File: config.mk
export PLATFORM = sky130hd
export DESIGN_NAME = pipe_out_scheduler
export DESIGN_NICKNAME = d
export VERILOG_FILES = /design/src/rtl/pipe_out_scheduler.sv
export SDC_FILE = /design/constraint.sdc
export NUM_CORES = 1
export LEC_CHECK = 0
export ABC_AREA = 1
export BUFFER_PORTS_ARGS = -buffer_cell sky130_fd_sc_hd__buf_2
export CAP_MARGIN = 20
export CORE_AREA = 2 2 104 106
export DETAILED_ROUTE_END_ITERATION = 12
export DIE_AREA = 0 0 106 108
export PLACE_DENSITY = 0.85
export SETUP_SLACK_MARGIN = 0.02
export SLEW_MARGIN = 10
export SYNTH_ARGS = -nofsm -noshare
export SYNTH_HDL_FRONTEND = slang
export SYNTH_SLANG_ARGS = --single-unit
File: constraint.sdc
create_clock -name okClk -period 7.2 [get_ports okClk]
set_input_delay 1.44 -clock okClk [delete_from_list [all_inputs] [get_ports okClk]]
set_output_delay 1.44 -clock okClk [all_outputs]
set_load 0.01 [all_outputs]
File: src/rtl/pipe_out_scheduler.sv
// Round-robin framing scheduler: shares one pipe-out endpoint among NUM_SRC FWFT source FIFOs.
// Each frame is one 0xA5 header word followed by BLOCK_WORDS payload words from the granted source.
module pipe_out_scheduler #(
  parameter int unsigned NUM_SRC     = 4,
  parameter int unsigned BLOCK_WORDS = 256
) (
  input  logic                  okClk,
  input  logic                  reset,
  input  logic                  ep_read,
  output logic [31:0]           ep_datain,
  output logic                  ep_ready,
  input  logic [NUM_SRC-1:0]    src_en,
  input  logic [16*NUM_SRC-1:0] src_count,
  input  logic [32*NUM_SRC-1:0] src_data,
  output logic [NUM_SRC-1:0]    src_read,
  output logic [31:0]           frame_count
);

  localparam int unsigned GW        = $clog2(NUM_SRC);
  localparam logic [15:0] BLOCK_CNT = 16'(BLOCK_WORDS);
  localparam logic [15:0] LAST_WORD = 16'(BLOCK_WORDS - 1);
  localparam logic [7:0]  SYNC_BYTE = 8'hA5;

  typedef enum logic [1:0] {IDLE, HEADER, DATA} state_t;

  state_t        state_q, state_d;
  logic [GW-1:0] grant_q, grant_d;
  logic [GW-1:0] rr_ptr_q, rr_ptr_d;
  logic [7:0]    seq_q, seq_d;
  logic [15:0]   word_cnt_q, word_cnt_d;
  logic [31:0]   frame_count_q, frame_count_d;
  logic [31:0]   header_q, header_d;

  logic [NUM_SRC-1:0] qual;
  logic               found;
  logic [GW-1:0]      pick;
  logic [GW-1:0]      rr_idx;
  logic [31:0]        grant_data;

  // A source qualifies only when it can supply a whole frame.
  always_comb begin
    qual = '0;
    for (int i = 0; i < int'(NUM_SRC); i++) begin
      qual[i] = src_en[i] && (src_count[16*i +: 16] >= BLOCK_CNT);
    end
  end

  // Round-robin search starting just after the last granted source.
  always_comb begin
    found  = 1'b0;
    pick   = '0;
    rr_idx = '0;
    for (int k = 1; k <= int'(NUM_SRC); k++) begin
      rr_idx = GW'((int'(rr_ptr_q) + k) % int'(NUM_SRC));
      if (!found && qual[rr_idx]) begin
        found = 1'b1;
        pick  = rr_idx;
      end
    end
  end

  // Endpoint-facing outputs: data mux and zero-latency pop strobe.
  always_comb begin
    grant_data = '0;
    src_read   = '0;
    ep_datain  = 32'h0000_0000;
    ep_ready   = (state_q != IDLE);
    for (int i = 0; i < int'(NUM_SRC); i++) begin
      if (grant_q == GW'(i)) begin
        grant_data = src_data[32*i +: 32];
        src_read[i] = (state_q == DATA) && ep_read;
      end
    end
    case (state_q)
      HEADER:  ep_datain = header_q;
      DATA:    ep_datain = grant_data;
      default: ep_datain = 32'h0000_0000;
    endcase
  end

  // Next-state logic.
  always_comb begin
    state_d       = state_q;
    grant_d       = grant_q;
    rr_ptr_d      = rr_ptr_q;
    seq_d         = seq_q;
    word_cnt_d    = word_cnt_q;
    frame_count_d = frame_count_q;
    header_d      = header_q;
    case (state_q)
      IDLE: begin
        if (found) begin
          grant_d  = pick;
          header_d = {SYNC_BYTE, seq_q, 8'(pick), 8'h00};
          state_d  = HEADER;
        end
      end
      HEADER: begin
        if (ep_read) begin
          word_cnt_d = '0;
          state_d    = DATA;
        end
      end
      DATA: begin
        if (ep_read) begin
          word_cnt_d = word_cnt_q + 16'd1;
          if (word_cnt_q == LAST_WORD) begin
            state_d       = IDLE;
            rr_ptr_d      = grant_q;
            seq_d         = seq_q + 8'd1;
            frame_count_d = frame_count_q + 32'd1;
          end
        end
      end
      default: state_d = IDLE;
    endcase
  end

  always_ff @(posedge okClk or posedge reset) begin
    if (reset) begin
      state_q       <= IDLE;
      grant_q       <= '0;
      rr_ptr_q      <= GW'(NUM_SRC - 1);
      seq_q         <= '0;
      word_cnt_q    <= '0;
      frame_count_q <= '0;
      header_q      <= '0;
    end else begin
      state_q       <= state_d;
      grant_q       <= grant_d;
      rr_ptr_q      <= rr_ptr_d;
      seq_q         <= seq_d;
      word_cnt_q    <= word_cnt_d;
      frame_count_q <= frame_count_d;
      header_q      <= header_d;
    end
  end

  assign frame_count = frame_count_q;

endmodule
==> results of run 1 <==
## Yosys cell counts (all sizes together) (8+ instances only)
cell type  count  area share [%]
o211ai        21             3.2
xnor2         10             1.9
a21oi         26             2.6
dfrtp         69              35
nor3          15             1.9
nand2        165              13
o22ai          8             1.0
o21ai         57             5.9
clkbuf        23             1.7
nor2          68             5.9
xor2          29             5.1
inv           76             5.8
nand4         13             1.8
nand3         76             7.7
## area by class of cell
cell class | instances | area (sq um) | share of cell area [%]
multi-input combinational | 521 | 2760 | 42.8
sequential | 71 | 1780 | 27.7
timing repair buffer | 239 | 1210 | 18.8
inverter | 78 | 293 | 4.55
tap | 136 | 170 | 2.65
clock buffer | 10 | 138 | 2.14
clock inverter | 5 | 58.8 | 0.915
antenna | 12 | 30.0 | 0.467
## worst register-to-register path: stages, from the launching register on
cell     delay (ns)
dfrtp_1        0.40
inv_1          0.09
ha_1           0.58
nand2_1        0.68
nor2_8         0.57
nand4_1        0.25
nor2_1         0.21
nand3_1        0.11
xor2_1         0.15
## through the flow
stage          worst slack [ns]  instances  cell area [sq um]  hold slack [ns]  utilization (%)
6_report                   2.91       1072               6430            0.484             62.8
5_1_grt                    2.70       1063               6410            0.500             62.6
4_1_cts                    2.93       1060               6400            0.486             62.6
3_5_place_dp               3.22       1045               6200            0.466             60.6
3_3_place_gp               3.26       1045               6200            0.452             60.6
2_1_floorplan              3.60        697               4930            0.439                -
## how the worst max path moves through the flow
stage / to / slack [ns]
2_1_floorplan: src_read[1] / 3.60
3_3_place_gp: src_read[1] / 3.26
3_5_place_dp: src_read[1] / 3.22
4_1_cts: ep_datain[20] / 2.93
5_1_grt: ep_datain[8] / 2.70
6_report: ep_datain[20] / 2.91
## report_power, final
group / internal [mW] / total [mW] / switching (mW)
registers: 0.429 / 0.469 / 0.0396
clock network: 0.167 / 0.317 / 0.150
logic: 0.235 / 0.667 / 0.432
total: 0.831 / 1.45 / 0.622
## registers in the layout (all words and copies together) (netlist names)
register	flops
seq_q	8
grant_q	1
state_q	2
header_q	10
rr_ptr_q	2
word_cnt_q	16
frame_count	32
## cells by family (layout without fill, tap and decap cells)
kind of cell	count (synthesis)	after routing	share of synthesized area (%)
xor+xnor	39	39	7.07
other cells	0	12	0
buf+inv	105	332	8.11
simple gates	342	342	30.9
fa+ha+maj	6	6	1.52
compound gates	134	134	16.4
flops	71	71	36.1
## per-layer routing
layer  vias to the layer above  track usage (%)
met5                         -                0
met4                         8             8.27
met3                        35             15.0
met2                       261             42.6
met1                      2579             34.4
li1                       2791                -
==> key figures, run 1 <==
Run status
  • Status: finished clean

Routing
  • Post-DR vias/cell: 5.29
  • DR vias: roughly 5700
  • Routed length on met1: approximately 6700 microns
  • Total iterations of the first detailed-routing run: 5
  • DRC: 0
  • Drt total wl: around 16000 microns
  • Final ANT Viol Nets: 0
  • Highest routed metal layer: met5
  • Met3 WL post-DR: approximately 2300 microns
  • Iter 0 DRT Violations: between 400 and 500
  • DR WL/cell: ~15 microns
  • DR WL met2: 6800 microns

Synth
  • Ys flop type: dfrtp_1
  • Number of synthesized flops with an enable pin: 0
  • Synthesis Warnings: 0
  • Synthesized flop and latch total: between 70 and 80
  • Ys async rst share: 100%
  • Synth Net Count: around 900
  • Netlist cell types: 43
  • Synth Cell Area: between 4000 and 5000 sq um
  • Register area share after synthesis: 36.1%
  • Syn Area/Cell: a little over 7 sq um
  • Mapped Cells: approximately 700

Placement
  • Port Buf Inserts: roughly 240
  • GP Congestion: roughly 0.94
  • Post-DP HPWL: about 13000 microns

Clock tree
  • Hold_buf cts: 0
  • Cts repair resizes: 0
  • Post-CTS setup buffers: 0
  • Clock tree buffer depth: 2
  • Root Buffer Master: clkbuf_8
  • H-tree lvl count: 3
  • Clock transition at path regs: roughly 0.080 ns
  • CTS buffer count: 9
  • Clock latency on the worst-skew pair: about 0.34 ns
  • CTS tree: yes
  • # clock sinks: 71

Setup path
  • CP Launch Point: header_q[9]$_DFFE_PP0P_
  • CP cell instances: inv_1 > nor2_1 > inv_1 > nor2_1 > o31ai_1 > a32o_1 > buf_2
  • Setup crit end kind: primary output
  • Setup CP Type: reg -> out
  • Arrival time worst endpoint: between 2 and 3 ns
  • Critical Path Stages: 7
  • Worst path required time: approximately 5.8 ns
  • Cell family with most CP delay: buffers and inverters
  • Reg2reg start: state_q[0]$_DFFE_PP0P_
  • Worst R2R Setup Slack: between 4 and 5 ns
  • Slowest CP cell: dfrtp_1
  • Startpoint types: register
  • Buf/Inv on CP: 3
  • Max incr delay on CP: 0.86 ns
  • R2R depth: 8
  • FF-to-FF End: seq_q[7]$_DFFE_PP0P_
  • Worst-path fanout max: 27

Timing
  • Max-slew headroom: between 40 and 50%
  • Min Clock Period, post-route: 4.29 ns
  • Period utilisation layout: 59.6%
  • Final setup viols: 0
  • Final Max Tran Viols: 0
  • Worst-Margin Slew: just under 0.9 ns
  • Fmax: approximately 0.23 GHz
  • Final Skew: between 0.007 and 0.008 ns
  • Fin. Hold Viols: 0
  • RSZ-0062 raised after global routing: false
  • Final TNS setup: 0 ns

Die
  • Initial core utilization: 48.2%
  • Die extent in x: between 100 and 150 microns
  • Die area: 11400 sq um
  • Die Ht: around 110 microns
  • Core area: about 10000 sq um
  • Site row count: 37
  • Io pins: around 270

GRT
  • Total global routing track utilization: 27.9%
  • Vias in the first global route: a little over 5000
  • Initial antenna violation count: 15
  • Global-route wire length before repair: 25000 microns
  • Largest net degree at the start of global routing: 72
  • GR Overflow Total: 0

Power and ir drop
  • Max VDD drop: around 0.12 mV
  • Cell area power density: ~230 nW/um^2
  • Leak Pwr: ~3.5 nW
  • Power Total: ~1.5 mW

Worst hold path
  • Hold depth: 1
  • Hold Path Class: reg -> reg
  • Hold Crit Endpoint: header_q[24]$_DFFE_PP0P_
  • Hold Startpoint: header_q[24]$_DFFE_PP0P_

Job
  • # Max-Cap Violations: 0

Finish
  • Fillers: 983
  • Layout cell share with drive strength beyond 1: ~30%
  • Final #Nets: around 1100
  • Most common cell after layout, fill and taps aside: buf_2
  • Area Growth Syn to Fin: 30.3%
  • Most frequent cells in the layout: 235 x buf_2, 160 x nand2_1, 76 x nand3_1
No activity file was read; power rests on OpenSTA's default activity.
==> run 2: changes to the inputs <==
- CORE_AREA: 2 2 104 106 -> not set
- CORE_ASPECT_RATIO: not set -> 1.4
- CORE_UTILIZATION: not set -> 46
- DIE_AREA: 0 0 106 108 -> not set
- PLACE_DENSITY: 0.85 -> 0.82
- clock period: 7.2 -> 4.3 ns (I/O delays scaled with it)
==> run 2 against run 1 <==
  * Clock skew decreased by 0.0018 ns
  * Register-to-register slack worse by 2.7 ns
  * Combinational power up 72%
  * Critical path depth unchanged
  * Cell count is 0.84% higher
  * Clock power increased to 2.8 times the previous value
  * Global-route usage is 2.9 points higher
==> key figures, run 2 (synthesis gave the netlist of run 1 again) <==
Run status
  • Status: finished clean

Setup path
  • FF-to-FF End: seq_q[7]$_DFFE_PP0P_
  • R2R depth: 9
  • Worst R2R Setup Slack: between 1 and 1.5 ns
  • Arrival time worst endpoint: ~2.6 ns
  • Reg2reg start: state_q[0]$_DFFE_PP0P_
  • Max incr delay on CP: 0.60 ns
  • CP cell instances: inv_1 > ha_1 > nand2_1 > inv_1 > o21ai_0 > a21oi_1 > buf_2
  • Startpoint types: register
  • Cell family with most CP delay: buffers and inverters
  • Worst path required time: approximately 3.4 ns
  • Top cell by count, worst path: inv_1
  • Buf/Inv on CP: 3
  • Setup CP Type: reg -> out
  • Slowest CP cell: ha_1
  • Setup crit end kind: primary output
  • Worst-path fanout max: 17

Clock tree
  • CTS tree: yes
  • Post-CTS setup buffers: 0
  • # clock sinks: ~70
  • Root Buffer Master: clkbuf_16
  • CTS buffer count: 9
  • Clock transition at path regs: around 0.060 ns
  • H-tree lvl count: 3
  • Clock tree buffer depth: 2
  • Clock latency on the worst-skew pair: between 0.3 and 0.4 ns
  • Hold_buf cts: 0
  • Cts repair resizes: 0

Timing
  • Final Max Tran Viols: 0
  • Max-slew headroom: 54.6%
  • Final Skew: ~0.0057 ns
  • Period utilisation layout: around 80%
  • Final setup viols: 0
  • Worst-Margin Slew: ~0.68 ns
  • Final TNS setup: 0 ns
  • Final setup margin: ~0.86 ns
  • Min Clock Period, post-route: 3.44 ns
  • RSZ-0062 raised after global routing: false
  • Fmax: 0.291 GHz
  • Fin. Hold Viols: 0

Finish
  • Final #Nets: roughly 1100
  • Area Growth Syn to Fin: 34.3%
  • Most common cell after layout, fill and taps aside: buf_2
  • Largest register FFs: 32
  • Finished Layout Cells: between 1000 and 1500
  • Most frequent cells in the layout: 235 x buf_2, 160 x nand2_1, 76 x nand3_1
  • Fillers: around 970
  • Post-layout util: 63.7%
  • Layout cell share with drive strength beyond 1: between 20 and 30%

Placement
  • Placed Instances: 1049
  • Post-place setup slack: between 1 and 1.5 ns
  • GP Congestion: 0.934
  • Port Buf Inserts: 235
  • Post-DP HPWL: ~13000 microns

Routing
  • Total iterations of the first detailed-routing run: 5
  • Post-DR vias/cell: 5.25
  • Drt total wl: approximately 17000 microns
  • Final ANT Viol Nets: 0
  • Iter 0 DRT Violations: approximately 320
  • DR WL/cell: ~16 microns
  • DR vias: 5678
  • DRC: 0

Die
  • Core area: between 10000 and 15000 sq um
  • Die Ht: ~120 microns
  • Io pins: between 200 and 300
  • Site row count: 44
  • Die area: around 11000 sq um
  • Die extent in x: slightly below 90 microns
  • Initial core utilization: a little under half

GRT
  • GR Overflow Total: 0
  • Largest net degree at the start of global routing: ~50
  • Vias in the first global route: around 5400
  • Global-route wire length before repair: about 26000 microns
  • Initial antenna violation count: 22
  • Total global routing track utilization: 30.8%

Job
  • # Max-Cap Violations: 0

Worst hold path
  • Hold depth: 1
  • Hold Crit Endpoint: header_q[24]$_DFFE_PP0P_
  • Hold Startpoint: header_q[24]$_DFFE_PP0P_
  • Hold Path Class: reg -> reg

Power and ir drop
  • Cell area power density: roughly 430 nW/um^2
  • Max VDD drop: 0.235 mV
  • Leak Pwr: around 3.6 nW
-- run 2: cell types whose count changed in the layout (fill, tap and decap cells not counted), sizes merged --
cell	change
buf	+2
clkinv	-2
bufinv	+2
diode	+4
clkbuf	+2
inv	+1
clkinvlp	-2
-- run 2: per-layer routing --
layer	routed length, microns	GRT usage, %	share of wire [%]	vias to the layer above
met5	91	0	0.54	-
met4	378	11.4	2.2	14
met3	2310	16.6	14	44
met2	7830	50.3	47	272
met1	6220	32.8	37	2553
li1	-	-	-	2795
-- run 2: power breakdown --
part           total [mW]  switching, mW  leakage, nW  internal, mW
registers           0.768         0.0482        0.896         0.720
logic                1.15          0.753         2.57         0.401
clock network       0.899          0.283        0.180         0.616
-- run 2: how the worst max path moves through the flow --
stage,from,to,cells after the start
2_1_floorplan,reset,frame_count[0]$_DFFE_PP0P_,1
3_3_place_gp,header_q[9]$_DFFE_PP0P_,ep_datain[8],9
3_5_place_dp,state_q[0]$_DFFE_PP0P_,ep_datain[14],7
4_1_cts,state_q[0]$_DFFE_PP0P_,ep_datain[14],7
5_1_grt,state_q[0]$_DFFE_PP0P_,ep_datain[14],7
6_report,state_q[0]$_DFFE_PP0P_,ep_datain[14],7
-- run 2: layout make-up --
class	count	area, sq um	share of cell area [%]
multi-input combinational	521	2760	41.6
sequential	71	1780	26.9
timing repair buffer	241	1220	18.4
inverter	78	293	4.42
clock buffer	12	267	4.02
tap	138	173	2.61
clock inverter	4	98.8	1.49
antenna	16	40.0	0.604
-- run 2: worst reg2reg max path, delay by kind of cell (launching register included) --
kind                       cells  cell delay, ns
xor gates and xnor gates       1            0.16
adders and majority gates      1            0.60
buffers and inverters          2            0.39
DFF                            1            0.40
and+or+nand+nor                5            1.31
-- run 2: metrics by stage --
| step | hold WS, ns | cell area (sq um) | power, mW |
|---|---|---|---|
| 2_1_floorplan | 0.439 | 4930 | 1.54 |
| 3_3_place_gp | 0.456 | 6220 | 1.91 |
| 3_5_place_dp | 0.456 | 6220 | 1.92 |
| 4_1_cts | 0.472 | 6590 | 2.82 |
| 5_1_grt | 0.514 | 6600 | 3.01 |
| 6_report | 0.472 | 6630 | 2.82 |
